[src/rtl/mux_arb_pkg.sv]
// rtl/mux_arb_pkg.sv - shared constants and state type for the 4:1 round-robin mux arbiter
package mux_arb_pkg;

  localparam int NUM_REQ = 4;
  localparam int SEL_W   = 2;

  typedef enum logic {
    IDLE  = 1'b0,
    GRANT = 1'b1
  } arb_state_e;

endpackage

[src/rtl/mux4_datapath.sv]
// rtl/mux4_datapath.sv - combinational DATA_W-wide 4:1 data mux steered by the grant select
module mux4_datapath
  import mux_arb_pkg::*;
#(
  parameter int DATA_W = 1
) (
  input  logic [SEL_W-1:0]  sel,
  input  logic [DATA_W-1:0] i0,
  input  logic [DATA_W-1:0] i1,
  input  logic [DATA_W-1:0] i2,
  input  logic [DATA_W-1:0] i3,
  output logic [DATA_W-1:0] dout
);

  always_comb begin
    case (sel)
      2'd0:    dout = i0;
      2'd1:    dout = i1;
      2'd2:    dout = i2;
      default: dout = i3;
    endcase
  end

endmodule

[src/rtl/mux4_rr_arbiter.sv]
// rtl/mux4_rr_arbiter.sv - round-robin arbiter over four requesters feeding a registered-grant 4:1 mux
module mux4_rr_arbiter
  import mux_arb_pkg::*;
#(
  parameter int DATA_W = 1,
  parameter int CNT_W  = 16
) (
  input  logic                  clk,
  input  logic                  rst_n,
  input  logic [NUM_REQ-1:0]    req,
  input  logic [DATA_W-1:0]     i0,
  input  logic [DATA_W-1:0]     i1,
  input  logic [DATA_W-1:0]     i2,
  input  logic [DATA_W-1:0]     i3,
  input  logic                  out_ready,
  output logic [NUM_REQ-1:0]    gnt,
  output logic [SEL_W-1:0]      sel,
  output logic                  out_valid,
  output logic [DATA_W-1:0]     dout,
  output logic [NUM_REQ-1:0]    ack,
  output logic [CNT_W-1:0]      xfer_cnt
);

  arb_state_e         state_q, state_d;
  logic [NUM_REQ-1:0] gnt_d;
  logic [SEL_W-1:0]   sel_d;
  logic [SEL_W-1:0]   last_q, last_d;
  logic [CNT_W-1:0]   cnt_d;
  logic [NUM_REQ-1:0] mask;
  logic [SEL_W:0]     pick;
  logic               xfer;

  // Returns {found, index}: first unmasked requester scanning from l+1 around to l.
  function automatic logic [SEL_W:0] rr_pick(input logic [NUM_REQ-1:0] r,
                                             input logic [NUM_REQ-1:0] m,
                                             input logic [SEL_W-1:0]   l);
    logic [NUM_REQ-1:0] cand;
    logic [SEL_W-1:0]   idx;
    logic [SEL_W-1:0]   win;
    logic               found;
    cand  = r & ~m;
    found = 1'b0;
    win   = '0;
    for (int k = 1; k <= NUM_REQ; k++) begin
      idx = l + SEL_W'(k);
      if (!found && cand[idx]) begin
        found = 1'b1;
        win   = idx;
      end
    end
    return {found, win};
  endfunction

  assign out_valid = (state_q == GRANT);
  assign xfer      = out_valid && out_ready;
  assign ack       = out_ready ? gnt : '0;

  // A completing transfer re-arbitrates in the same cycle with the winner excluded.
  assign mask   = xfer ? gnt : '0;
  assign last_d = xfer ? sel : last_q;
  assign cnt_d  = xfer ? xfer_cnt + CNT_W'(1) : xfer_cnt;
  assign pick   = rr_pick(req, mask, last_d);

  always_comb begin
    state_d = state_q;
    gnt_d   = gnt;
    sel_d   = sel;
    case (state_q)
      IDLE: begin
        gnt_d = '0;
        if (pick[SEL_W]) begin
          state_d                 = GRANT;
          sel_d                   = pick[SEL_W-1:0];
          gnt_d[pick[SEL_W-1:0]]  = 1'b1;
        end
      end
      GRANT: begin
        if (xfer && pick[SEL_W]) begin
          sel_d                   = pick[SEL_W-1:0];
          gnt_d                   = '0;
          gnt_d[pick[SEL_W-1:0]]  = 1'b1;
        end else if (xfer || !req[sel]) begin
          state_d = IDLE;
          gnt_d   = '0;
        end
      end
      default: begin
        state_d = IDLE;
        gnt_d   = '0;
      end
    endcase
  end

  always_ff @(posedge clk or negedge rst_n) begin
    if (!rst_n) begin
      state_q  <= IDLE;
      gnt      <= '0;
      sel      <= '0;
      last_q   <= SEL_W'(NUM_REQ - 1);
      xfer_cnt <= '0;
    end else begin
      state_q  <= state_d;
      gnt      <= gnt_d;
      sel      <= sel_d;
      last_q   <= last_d;
      xfer_cnt <= cnt_d;
    end
  end

  mux4_datapath #(
    .DATA_W (DATA_W)
  ) u_datapath (
    .sel  (sel),
    .i0   (i0),
    .i1   (i1),
    .i2   (i2),
    .i3   (i3),
    .dout (dout)
  );

endmodule

[config.mk]
export PLATFORM = sky130hd
export DESIGN_NAME = mux4_rr_arbiter
export DESIGN_NICKNAME = d
export VERILOG_FILES = /design/src/rtl/mux_arb_pkg.sv /design/src/rtl/mux4_datapath.sv /design/src/rtl/mux4_rr_arbiter.sv
export SDC_FILE = /design/constraint.sdc
export NUM_CORES = 1
export LEC_CHECK = 0
export ABC_AREA = 1
export ABC_CLOCK_PERIOD_IN_PS = 1900
export BUFFER_PORTS_ARGS = -buffer_cell sky130_fd_sc_hd__buf_2
export CAP_MARGIN = 10
export CORE_UTILIZATION = 55
export CTS_BUF_LIST = sky130_fd_sc_hd__clkbuf_2
export DETAILED_ROUTE_END_ITERATION = 10
export GPL_TIMING_DRIVEN = 0
export PLACE_DENSITY = 0.82
export SLEW_MARGIN = 5
export SYNTH_ARGS = -nofsm -noshare
export SYNTH_HDL_FRONTEND = slang
export SYNTH_SLANG_ARGS = --single-unit
[constraint.sdc]
create_clock -name clk -period 1.9 [get_ports clk]
set_clock_uncertainty 0.05 [all_clocks]
set_input_delay 0.38 -clock clk [delete_from_list [all_inputs] [get_ports clk]]
set_output_delay 0.38 -clock clk [all_outputs]
set_load 0.02 [all_outputs]
==> results.json <==
{
  "outcome": "finished, violations left",
  "violations": "negative setup slack",
  "die_width_um": 56.2,
  "end_kind": "register",
  "die_area_um2": 3150,
  "rsz0062_at_grt": "yes",
  "ff2ff_path_depth": 12,
  "pre_cts_ws_ps": -32.4,
  "r2r-end": "gnt[2]",
  "p_per_area_nw_per_um2": 1530,
  "syn-cell-area_um2": 1610,
  "cp_max_fo": 6,
  "tightest_slew_ps": 542,
  "yosysWarningCount": 0,
  "finalHoldViolations": 0,
  "grt_max_degree": 26,
  "start_util": 0.585,
  "min_period_over_period": 1.01,
  "ys_seq_area_frac": 0.389,
  "drive_above_1_share": 0.487,
  "drtIter0Drc": 79,
  "wl_per_cell_um": 13.4,
  "fp.dieH_um": 56.2,
  "drt.antenna.violating_nets": 0,
  "rrSetupSlack_ps": -10,
  "ctsLongestPathBuffers": 2,
  "start_kind": "register",
  "cts-root-buf": "clkbuf_2",
  "row_count": 19,
  "worstReg2RegStart": "out_valid",
  "via_per_inst": 5.23,
  "htreeDepth": 1,
  "post-route-util": 0.788,
  "clkLatencyLatePin_ps": 360,
  "path_class": "register to register",
  "finalCriticalPeriod_ps": 1910,
  "setup_slack_ps": -10.8,
  "cp_data_required_time_ps": 2140,
  "gp_congestion": 0.848,
  "io_buffers": 38,
  "finalPower_mw": 3.33,
  "grt_pass1_vias": 1245,
  "synth_cell_types": 30,
  "grtUsageTotal": 0.214,
  "antenna_found_initial": 0,
  "endpoint": "gnt[2]",
  "place_area_um2": 1840,
  "drc_errors": 0,
  "ys_seq_elements": 25,
  "path_clk_slew_ps": 240,
  "cts_buffers": 3,
  "via_count": 1538,
  "design_area_um2": 2170,
  "setup_viol": 1,
  "synth_nets": 216,
  "dp_cells": 273,
  "grt-busiest-layer": "met2",
  "syn_avg_cell_area_um2": 7.91,
  "dp_hpwl_um": 2400,
  "cp-startpoint": "out_valid",
  "maxSlewHeadroom": 0.639,
  "wl_um": 3940,
  "min_path_type": "input pin to register",
  "maxCapViolCount": 0,
  "grt_util_met2": 0.361,
  "n_antenna_cell": 0,
  "layout.cells.non_filler": 294,
  "max_freq_mhz": 523,
  "drv_slew": 0,
  "critPathArrivalTime_ps": 2150,
  "synthCells": 204,
  "drtPass1Iterations": 4,
  "nNetsFinal": 276,
  "met1_usage": 0.293,
  "syn2layout_area_growth_pct": 34.8,
  "leakage_nw": 1.21,
  "peakVddDrop_mv": 1.23,
  "grt_overflow_total": 0,
  "holdPathStages": 3,
  "cts_tree": "done",
  "fp.coreArea_um2": 2760,
  "grt_pass1_wl_um": 5330,
  "io_pins": 39,
  "cts.sinks": 25,
  "grt_use_met3": 0.0419
}
-- worst max-delay path, stage by stage (launching register included) --
cell	delay, ps
dfrtp_1	410
buf_6	170
buf_6	140
nand3_2	90
nand2_4	110
nand2_2	70
nand2_4	100
nand2_1	100
nand2_4	100
nand4_1	130
nand3_2	180
nand2_2	80
o21ai_1	130
-- power by group --
part | leakage, nW | total (mW) | switching [mW] | internal [mW]
Sequential | 0.318 | 0.879 | 0.176 | 0.702
Combinational | 0.872 | 2.23 | 1.42 | 0.819
Clock | 0.0166 | 0.215 | 0.159 | 0.0556
-- worst min path at each step --
stage	from	end	slack [ps]
after floorplan	rst_n	gnt[0]	30
after global placement	rst_n	xfer_cnt[11]	340
after detailed placement	rst_n	xfer_cnt[11]	350
after CTS	out_ready	last_q[1]	280
after global routing	out_ready	last_q[1]	320
final	out_ready	last_q[1]	340
-- Yosys cell counts --
master | number | area share
nand3_2 | 6 | 0.037
nor2_4 | 2 | 0.014
o21ai_1 | 1 | 0.0031
inv_1 | 23 | 0.054
inv_2 | 1 | 0.0023
o21ai_0 | 6 | 0.019
o22ai_1 | 2 | 0.0078
dfrtp_1 | 23 | 0.36
nor2_2 | 2 | 0.0078
a21oi_1 | 1 | 0.0031
nor3_4 | 1 | 0.010
buf_6 | 1 | 0.0070
a31oi_1 | 1 | 0.0039
nand3_1 | 7 | 0.022
clkinv_2 | 1 | 0.0031
ha_1 | 1 | 0.0078
or2_1 | 1 | 0.0039
buf_4 | 1 | 0.0047
nand4_2 | 1 | 0.0078
nand2_1 | 70 | 0.16
dfstp_2 | 2 | 0.033
nor3_2 | 3 | 0.019
nand4_1 | 4 | 0.016
nand2_2 | 14 | 0.054
o21ai_2 | 1 | 0.0054
xnor2_1 | 6 | 0.033
nor2_1 | 9 | 0.021
nand4_4 | 1 | 0.013
nand2_4 | 3 | 0.021
xor2_1 | 9 | 0.049
-- per-stage QoR --
stage / hold WS, ps / setup TNS, ps
after global placement: 343 / 0
after CTS: 284 / 0
after global routing: 325 / -471
after detailed placement: 349 / -32.4
final: 338 / -10.8
after floorplan: 34.4 / 0
-- flip-flops by register name, summed over array words and instances, names as in the netlist --
signal,flops
gnt,4
last_q,2
out_valid,1
sel,2
xfer_cnt,16
-- repair_timing --
item,CTS,global route
gates cloned,0,2
resized for setup,2,49
buffers inserted,0,14
hold endpoints to repair,23,0
pin swaps,0,23
setup endpoints to repair,4,10
hold buffers,1,0
-- area by class of cell --
class                      instances  area (µm²)
buffer                             2        22.5
clock buffer                       4        20.0
sequential                        25         629
timing repair buffer              53         313
tap                               31        38.8
inverter                          25        95.1
multi-input combinational        154        1050
fill                             198         584
-- cells by family after synthesis --
| logic type | Yosys count | share of synthesized area |
|---|---|---|
| AO/OA/AOI/OAI | 12 | 0.0419 |
| adder cells (fa/ha/maj) | 1 | 0.00776 |
| AND/OR/NAND/NOR | 124 | 0.409 |
| XOR/XNOR | 15 | 0.0815 |
| flip-flops | 25 | 0.389 |
| buffers and inverters | 27 | 0.0706 |
-- layer usage --
metal	share of wire	up-vias	wire length, µm
met5	0	-	0
met4	0.0091	0	36
met3	0.060	6	235
met2	0.49	57	1920
met1	0.44	720	1750
li1	-	755	-
-- cells in the final DEF (no fill, tap or decap) --
master          n
inv_2           2
xnor2_1         6
o21ai_2         1
buf_6           4
clkbuf_2        4
o21ai_1         2
nor2_1          9
nand4_4         1
or2_1           1
clkinv_2        1
nand3_2        11
a21oi_2         1
dfstp_2         2
nor3_2          3
nor3_4          1
nand2_2        25
nor2_4          2
o22ai_1         2
dlygate4sd3_1   1
ha_1            1
nor2_2          2
nand3_4         1
dfrtp_1        22
a31oi_1         1
nand4_1         4
inv_1          22
nand2_8         2
nand2_1        49
buf_2          38
nand2_4        13
nand4_2         1
xor2_1          9
nand3_1         1
dfrtp_2         1
buf_4          12
o21ai_0         5
No activity file was read; power rests on OpenSTA's default activity.
